File: src/rtl/riscv_zero_pkg.sv
// Shared decode definitions for the riscv_zero decode pipe: opcodes,
// writeback-source encoding, immediate formats and the decoded-control
// bundle, plus the pure decode and immediate helpers.
package riscv_zero_pkg;

  localparam logic [6:0] OPC_LUI       = 7'b0110111;
  localparam logic [6:0] OPC_AUIPC     = 7'b0010111;
  localparam logic [6:0] OPC_JAL       = 7'b1101111;
  localparam logic [6:0] OPC_JALR      = 7'b1100111;
  localparam logic [6:0] OPC_BRANCH    = 7'b1100011;
  localparam logic [6:0] OPC_LOAD      = 7'b0000011;
  localparam logic [6:0] OPC_STORE     = 7'b0100011;
  localparam logic [6:0] OPC_OP_IMM    = 7'b0010011;
  localparam logic [6:0] OPC_OP        = 7'b0110011;
  localparam logic [6:0] OPC_OP_IMM_32 = 7'b0011011;
  localparam logic [6:0] OPC_OP_32     = 7'b0111011;

  localparam logic [1:0] WB_ALU = 2'd0;
  localparam logic [1:0] WB_MEM = 2'd1;
  localparam logic [1:0] WB_PC4 = 2'd2;

  typedef enum logic [2:0] {
    IMM_NONE, IMM_I, IMM_S, IMM_B, IMM_U, IMM_J
  } imm_fmt_e;

  // alu_a: 1 selects PC, 0 selects rs1. alu_b: 1 selects immediate, 0 rs2.
  typedef struct packed {
    logic       wb_en;
    logic       mem_we;
    logic       jump;
    logic       branch;
    logic       alu_a;
    logic       alu_b;
    logic       illegal;
    logic [1:0] wb_src;
    imm_fmt_e   imm_fmt;
    logic       use_rs1;
    logic       use_rs2;
  } ctrl_t;

  function automatic ctrl_t decode_ctrl(input logic [6:0] opc, input logic rv64);
    ctrl_t c;
    c = '0;
    case (opc)
      OPC_LUI:    begin c.wb_en = 1'b1; c.alu_b = 1'b1; c.imm_fmt = IMM_U; end
      OPC_AUIPC:  begin c.wb_en = 1'b1; c.alu_a = 1'b1; c.alu_b = 1'b1; c.imm_fmt = IMM_U; end
      OPC_JAL:    begin
        c.wb_en = 1'b1; c.jump = 1'b1; c.alu_a = 1'b1; c.alu_b = 1'b1;
        c.wb_src = WB_PC4; c.imm_fmt = IMM_J;
      end
      OPC_JALR:   begin
        c.wb_en = 1'b1; c.jump = 1'b1; c.alu_b = 1'b1;
        c.wb_src = WB_PC4; c.imm_fmt = IMM_I; c.use_rs1 = 1'b1;
      end
      OPC_BRANCH: begin c.branch = 1'b1; c.imm_fmt = IMM_B; c.use_rs1 = 1'b1; c.use_rs2 = 1'b1; end
      OPC_LOAD:   begin
        c.wb_en = 1'b1; c.alu_b = 1'b1; c.wb_src = WB_MEM;
        c.imm_fmt = IMM_I; c.use_rs1 = 1'b1;
      end
      OPC_STORE:  begin
        c.mem_we = 1'b1; c.alu_b = 1'b1; c.imm_fmt = IMM_S;
        c.use_rs1 = 1'b1; c.use_rs2 = 1'b1;
      end
      OPC_OP_IMM: begin c.wb_en = 1'b1; c.alu_b = 1'b1; c.imm_fmt = IMM_I; c.use_rs1 = 1'b1; end
      OPC_OP:     begin c.wb_en = 1'b1; c.use_rs1 = 1'b1; c.use_rs2 = 1'b1; end
      OPC_OP_IMM_32: begin
        if (rv64) begin c.wb_en = 1'b1; c.alu_b = 1'b1; c.imm_fmt = IMM_I; c.use_rs1 = 1'b1; end
        else c.illegal = 1'b1;
      end
      OPC_OP_32:  begin
        if (rv64) begin c.wb_en = 1'b1; c.use_rs1 = 1'b1; c.use_rs2 = 1'b1; end
        else c.illegal = 1'b1;
      end
      default:    c.illegal = 1'b1;
    endcase
    return c;
  endfunction

  // 32-bit sign-extended immediate; the top widens it to XLEN.
  function automatic logic [31:0] imm32(input imm_fmt_e f, input logic [31:0] i);
    case (f)
      IMM_I:   return {{20{i[31]}}, i[31:20]};
      IMM_S:   return {{20{i[31]}}, i[31:25], i[11:7]};
      IMM_B:   return {{19{i[31]}}, i[31], i[7], i[30:25], i[11:8], 1'b0};
      IMM_U:   return {i[31:12], 12'b0};
      IMM_J:   return {{11{i[31]}}, i[31], i[19:12], i[20], i[30:21], 1'b0};
      default: return 32'd0;
    endcase
  endfunction

endpackage

File: src/rtl/riscv_zero_regfile.sv
// 32 x XLEN register file: two asynchronous read ports, one write port.
// x0 reads as zero. With RISCV_ZERO_WB_BYPASS_EN defined, a read of the
// register being written this cycle returns the write data; otherwise it
// returns the stored (pre-write) value.
module riscv_zero_regfile #(
  parameter int XLEN = 64
) (
  input  logic            clk,
  input  logic            rst,
  input  logic [4:0]      raddr1_i,
  input  logic [4:0]      raddr2_i,
  output logic [XLEN-1:0] rdata1_o,
  output logic [XLEN-1:0] rdata2_o,
  input  logic            we_i,
  input  logic [4:0]      waddr_i,
  input  logic [XLEN-1:0] wdata_i
);

  logic [XLEN-1:0] regs_q [32];

  // Storage: cleared on reset, writes to x0 dropped.
  always_ff @(posedge clk or posedge rst) begin
    if (rst) begin
      for (int k = 0; k < 32; k++) regs_q[k] <= '0;
    end else if (we_i && (waddr_i != 5'd0)) begin
      regs_q[waddr_i] <= wdata_i;
    end
  end

  // Read ports with x0 forced to zero and optional same-cycle bypass.
  always_comb begin
    rdata1_o = (raddr1_i == 5'd0) ? '0 : regs_q[raddr1_i];
    rdata2_o = (raddr2_i == 5'd0) ? '0 : regs_q[raddr2_i];
`ifdef RISCV_ZERO_WB_BYPASS_EN
    if (we_i && (waddr_i == raddr1_i) && (raddr1_i != 5'd0)) rdata1_o = wdata_i;
    if (we_i && (waddr_i == raddr2_i) && (raddr2_i != 5'd0)) rdata2_o = wdata_i;
`endif
  end

endmodule

File: src/rtl/riscv_zero_decode_pipe.sv
// Decode stage: valid/ready from fetch, registered decode bundle to execute,
// load-use bubble, flush and illegal-opcode flag. Optional macro
// RISCV_ZERO_WB_BYPASS_EN forwards same-cycle writeback data into captures.
module riscv_zero_decode_pipe
  import riscv_zero_pkg::*;
#(
  parameter int XLEN = 64,
  parameter int PC_W = 32
) (
  input  logic            clk,
  input  logic            reset,
  input  logic            in_valid,
  output logic            in_ready,
  input  logic [31:0]     inst_data,
  input  logic [PC_W-1:0] pc_in,
  input  logic            flush,
  input  logic            reg_wenable,
  input  logic [4:0]      reg_waddr,
  input  logic [XLEN-1:0] reg_wdata,
  output logic            out_valid,
  input  logic            out_ready,
  output logic [6:0]      opcode,
  output logic [XLEN-1:0] immediate,
  output logic [4:0]      reg_dest,
  output logic [XLEN-1:0] reg1_out,
  output logic [XLEN-1:0] reg2_out,
  output logic [PC_W-1:0] pc_out,
  output logic            writeback_enable,
  output logic            mem_wenable,
  output logic            jump,
  output logic            branch,
  output logic            ALU_A_mux,
  output logic            ALU_B_mux,
  output logic            illegal,
  output logic [1:0]      writeback_source
);

  ctrl_t           ctrl_w;
  logic [31:0]     imm32_w;
  logic [XLEN-1:0] imm_w, rs1v_w, rs2v_w;
  logic [4:0]      rs1_w, rs2_w;
  logic            hazard, take;

  logic            vld_q, vld_d;
  logic [6:0]      opc_q;
  logic [XLEN-1:0] imm_q, rs1v_q, rs2v_q;
  logic [4:0]      rd_q;
  logic [PC_W-1:0] pc_q;
  logic            wb_q, mw_q, jmp_q, br_q, alu_a_q, alu_b_q, ill_q;
  logic [1:0]      src_q;

  assign rs1_w   = inst_data[19:15];
  assign rs2_w   = inst_data[24:20];
  assign ctrl_w  = decode_ctrl(inst_data[6:0], XLEN == 64);
  assign imm32_w = imm32(ctrl_w.imm_fmt, inst_data);
  assign imm_w   = XLEN'($signed(imm32_w));

  riscv_zero_regfile #(.XLEN(XLEN)) u_rf (
    .clk      (clk),
    .rst      (reset),
    .raddr1_i (rs1_w),
    .raddr2_i (rs2_w),
    .rdata1_o (rs1v_w),
    .rdata2_o (rs2v_w),
    .we_i     (reg_wenable),
    .waddr_i  (reg_waddr),
    .wdata_i  (reg_wdata)
  );

  // A held load whose rd is a source of the incoming instruction stalls it.
  assign hazard = vld_q && (opc_q == OPC_LOAD) && (rd_q != 5'd0) &&
                  ((ctrl_w.use_rs1 && (rs1_w == rd_q)) ||
                   (ctrl_w.use_rs2 && (rs2_w == rd_q)));

  // Flush drains fetch unconditionally; the consumed word is dropped.
  assign in_ready = flush || ((!vld_q || out_ready) && !hazard);
  assign take     = in_valid && in_ready && !flush;

  // Output-valid next state: flush beats capture beats drain.
  always_comb begin
    vld_d = vld_q;
    if (flush)          vld_d = 1'b0;
    else if (take)      vld_d = 1'b1;
    else if (out_ready) vld_d = 1'b0;
  end

  // Valid register.
  always_ff @(posedge clk or posedge reset) begin
    if (reset) vld_q <= 1'b0;
    else       vld_q <= vld_d;
  end

  // Decode bundle: loads on capture, otherwise holds.
  always_ff @(posedge clk or posedge reset) begin
    if (reset) begin
      opc_q   <= '0;  imm_q   <= '0;  rd_q    <= '0;
      rs1v_q  <= '0;  rs2v_q  <= '0;  pc_q    <= '0;
      wb_q    <= 1'b0; mw_q   <= 1'b0; jmp_q  <= 1'b0; br_q <= 1'b0;
      alu_a_q <= 1'b0; alu_b_q <= 1'b0; ill_q <= 1'b0; src_q <= WB_ALU;
    end else if (take) begin
      opc_q   <= inst_data[6:0];
      imm_q   <= imm_w;
      rd_q    <= ctrl_w.wb_en ? inst_data[11:7] : 5'd0;
      rs1v_q  <= rs1v_w;
      rs2v_q  <= rs2v_w;
      pc_q    <= pc_in;
      wb_q    <= ctrl_w.wb_en;
      mw_q    <= ctrl_w.mem_we;
      jmp_q   <= ctrl_w.jump;
      br_q    <= ctrl_w.branch;
      alu_a_q <= ctrl_w.alu_a;
      alu_b_q <= ctrl_w.alu_b;
      ill_q   <= ctrl_w.illegal;
      src_q   <= ctrl_w.wb_src;
    end
  end

  assign out_valid        = vld_q;
  assign opcode           = opc_q;
  assign immediate        = imm_q;
  assign reg_dest         = rd_q;
  assign reg1_out         = rs1v_q;
  assign reg2_out         = rs2v_q;
  assign pc_out           = pc_q;
  assign writeback_enable = wb_q;
  assign mem_wenable      = mw_q;
  assign jump             = jmp_q;
  assign branch           = br_q;
  assign ALU_A_mux        = alu_a_q;
  assign ALU_B_mux        = alu_b_q;
  assign illegal          = ill_q;
  assign writeback_source = src_q;

endmodule

File: config.mk
export PLATFORM = sky130hd
export DESIGN_NAME = riscv_zero_decode_pipe
export DESIGN_NICKNAME = d
export VERILOG_FILES = /design/src/rtl/riscv_zero_pkg.sv /design/src/rtl/riscv_zero_regfile.sv /design/src/rtl/riscv_zero_decode_pipe.sv
export SDC_FILE = /design/constraint.sdc
export NUM_CORES = 2
export LEC_CHECK = 0
export BUFFER_PORTS_ARGS = -buffer_cell sky130_fd_sc_hd__buf_2
export CAP_MARGIN = 20
export CORE_MARGIN = 2
export CORE_UTILIZATION = 53
export CTS_CLUSTER_SIZE = 40
export DETAILED_ROUTE_END_ITERATION = 10
export GPL_ROUTABILITY_DRIVEN = 0
export PLACE_DENSITY = 0.68
export SYNTH_ARGS = -nofsm -noshare
export SYNTH_HDL_FRONTEND = slang
export SYNTH_HIERARCHICAL = 1
export SYNTH_SLANG_ARGS = --single-unit
File: constraint.sdc
create_clock -name clk -period 128.2 [get_ports clk]
set_input_delay 6.41 -clock clk [delete_from_list [all_inputs] [get_ports clk]]
set_output_delay 6.41 -clock clk [all_outputs]
set_load 0.05 [all_outputs]
==> reports/qor.csv <==
metric,value,unit
post-placement cell count,10007,
htree depth,4,
"Top FF cell, synth",dfrtp_1,
CP required,121.79,ns
crit path kind,primary input to output pin,
drt wl/cell,34.1,microns
# resized after CTS,0,
reg2reg end,reg1_out[37]$_DFFE_PP0P_,
FF-to-FF setup slack,124.17,ns
fill count,16684,
row cnt,172,
hold_ws,0.379,ns
first-pass GRT wire length,523000,microns
Post-DP HPWL,201000,microns
max-slew violations,0,
DR vias/cell,6.81,
# clock sinks,2262,
Vias,71278,
Post-synth EDFFs,0,
Min-Delay Path Depth,0,
Clock Skews,0.0399,ns
Tcrit/Tclk final,11.4,%
final core occ,58.6,%
PwrDens,16.7,nW/um^2
Cells after Synth,7350,
DRT Pass-1 Iters,7,
final WL,357000,microns
CTS Buf Count,237,
"most common cell after layout, fill and taps aside",dfrtp_1,
maxcap violations,0,
met2 wire len,170000,microns
met3 wire length,28400,microns
Final Net Count,7432,
Yosys Warn Count,6,
Least-Margin Pin Slew,1.20,ns
largest net degree at the start of global routing,177,
Die W,474,microns
grt ovf,0,
Top Metal Used,met5,
DRT iter0 DRCs,6366,
# IOs,386,
Core ar.,220000,sq um
crit path DAT,8.27,ns
endpoints failing setup,0,
initial antenna violation count,35,
Port Buffers,385,
Crit. End Element,output pin,
CTS Root Cell,clkbuf_16,
crit path time final,14.68,ns
status,"complete, no violations",
Final Hold Viols,0,
setup bufs post-CTS,0,
full die area,225000,sq um
hold path startpoint,u_rf/regs_q[2042]$_DFFE_PP0P_,
Routed Antenna Nets,0,
Reg2Reg Depth,7,
Worst slew margin,20.1,%
Hold Path End,u_rf/regs_q[2042]$_DFFE_PP0P_,
element type at the critical path start,primary input,
Pleak,57.3,nW
Max Clk Rate,0.0681,GHz
Async SR Flop Fraction,100,%
Global Route Usage Sum,32.0,%
Synth Register Bits,2262,
Finished Layout Cells,10472,
RSZ-0062 raised after global routing,false,
Max VDD drop,16.2,uV
die height,474,microns
DR DRC count,0,
total negative setup slack,0,ns
maximum clock insertion buffer count,3,
post-synthesis sequential area ratio,48.3,%
Syn Std Cell Area,117000,sq um
RR Startpoint,opcode[2]$_DFFE_PP0P_,
DRT met1 WL,143000,microns
crit-path max FO,10,
Syn-to-layout area delta,9.80,%
Hold WC Path Type,register to register,
Initial Util,53.3,%
vias in the first global route,73841,
hold_buf cts,0,
Mapped Nets,7489,
CTS tree,built,
Netlist cell types,67,
Clock transition at path regs,0.06,ns
most frequent cells in the layout,"dfrtp_1 (2262), mux2_2 (2068), mux4_2 (1077)",
worst skew pair latency,0.90,ns
share of layout cells above drive strength 1,55.2,%
Mapped Avg Cell Area,15.9,sq um
==> state kept, by name, indices dropped and copies added (netlist names), 2 cells and up <==
register,cells
reg_dest,5
u_rf/regs_q,2048
immediate,32
writeback_source,2
opcode,7
reg1_out,64
reg2_out,64
pc_out,32
==> cells in the mapped netlist, drive strengths merged (20+ instances only) <==
library cell / count / area (sq um)
clkbuf: 484 / 1820
inv: 37 / 139
mux2: 2191 / 24700
a21o: 85 / 638
mux4: 1077 / 24300
nand2: 77 / 289
dfrtp: 2262 / 56600
buf: 362 / 2380
mux2i: 364 / 3640
o22ai: 136 / 851
nor2: 33 / 144
a21oi: 25 / 125
nor4: 20 / 146
==> cell families after synthesis <==
| kind of cell | Yosys count | synth area share, % |
|---|---|---|
| muxes | 3632 | 44.9 |
| DFF | 2262 | 48.3 |
| buffers and inverters | 885 | 3.71 |
| AOI/OAI and AO/OA | 351 | 2.12 |
| and+or+nand+nor | 210 | 0.933 |
| xor gates and xnor gates | 10 | 0.0747 |
==> power by group <==
part / leakage (nW) / internal, mW / total, mW / switching [mW]
Combinational: 24.2 / 0.253 / 0.470 / 0.216
Clock: 4.05 / 0.427 / 0.726 / 0.299
Sequential: 29.0 / 0.853 / 0.953 / 0.100
==> worst max-delay path by stage <==
stage / startpoint / slack [ns] / depth (start not counted) / end
finish: inst_data[0] / 113.52 / 7 / in_ready
global route: inst_data[0] / 113.40 / 7 / in_ready
detailed placement: inst_data[0] / 113.58 / 7 / in_ready
global placement: inst_data[15] / 113.54 / 7 / in_ready
floorplan: reset / 63.94 / 1 / u_rf/regs_q[0]$_DFFE_PP0P_
CTS: inst_data[1] / 113.57 / 7 / in_ready
==> final cells by class <==
cell class	count	area (sq um)	area share, %
tap	2958	3700	2.88
multi-input combinational	4203	56500	43.9
inverter	39	176	0.137
timing repair buffer	550	3420	2.66
clock inverter	87	1170	0.908
clock buffer	357	7060	5.48
antenna	16	40.0	0.0311
sequential	2262	56600	44.0
==> critical path, stage by stage <==
cell and delay [ns]:
buf_2 0.11, nand2_1 0.23, nor4_4 0.51, o2111ai_1 0.26, o31a_1 0.34, o22a_1 0.18
buf_2 0.21
==> stage by stage <==
| step | area [sq um] | total power, mW | worst slack, ns |
|---|---|---|---|
| CTS | 129000 | 2.16 | 113.57 |
| global placement | 120000 | 1.41 | 113.54 |
| global route | 129000 | 2.24 | 113.40 |
| finish | 129000 | 2.15 | 113.52 |
| floorplan | 117000 | 1.31 | 63.94 |
| detailed placement | 120000 | 1.43 | 113.58 |
==> routing by layer <==
layer | global-route usage (%) | vias up
met5 | 0 | -
met4 | 12.6 | 16
met3 | 6.78 | 703
met2 | 50.8 | 3103
met1 | 43.4 | 39194
li1 | - | 28262
(Power assumes the default switching activity.)
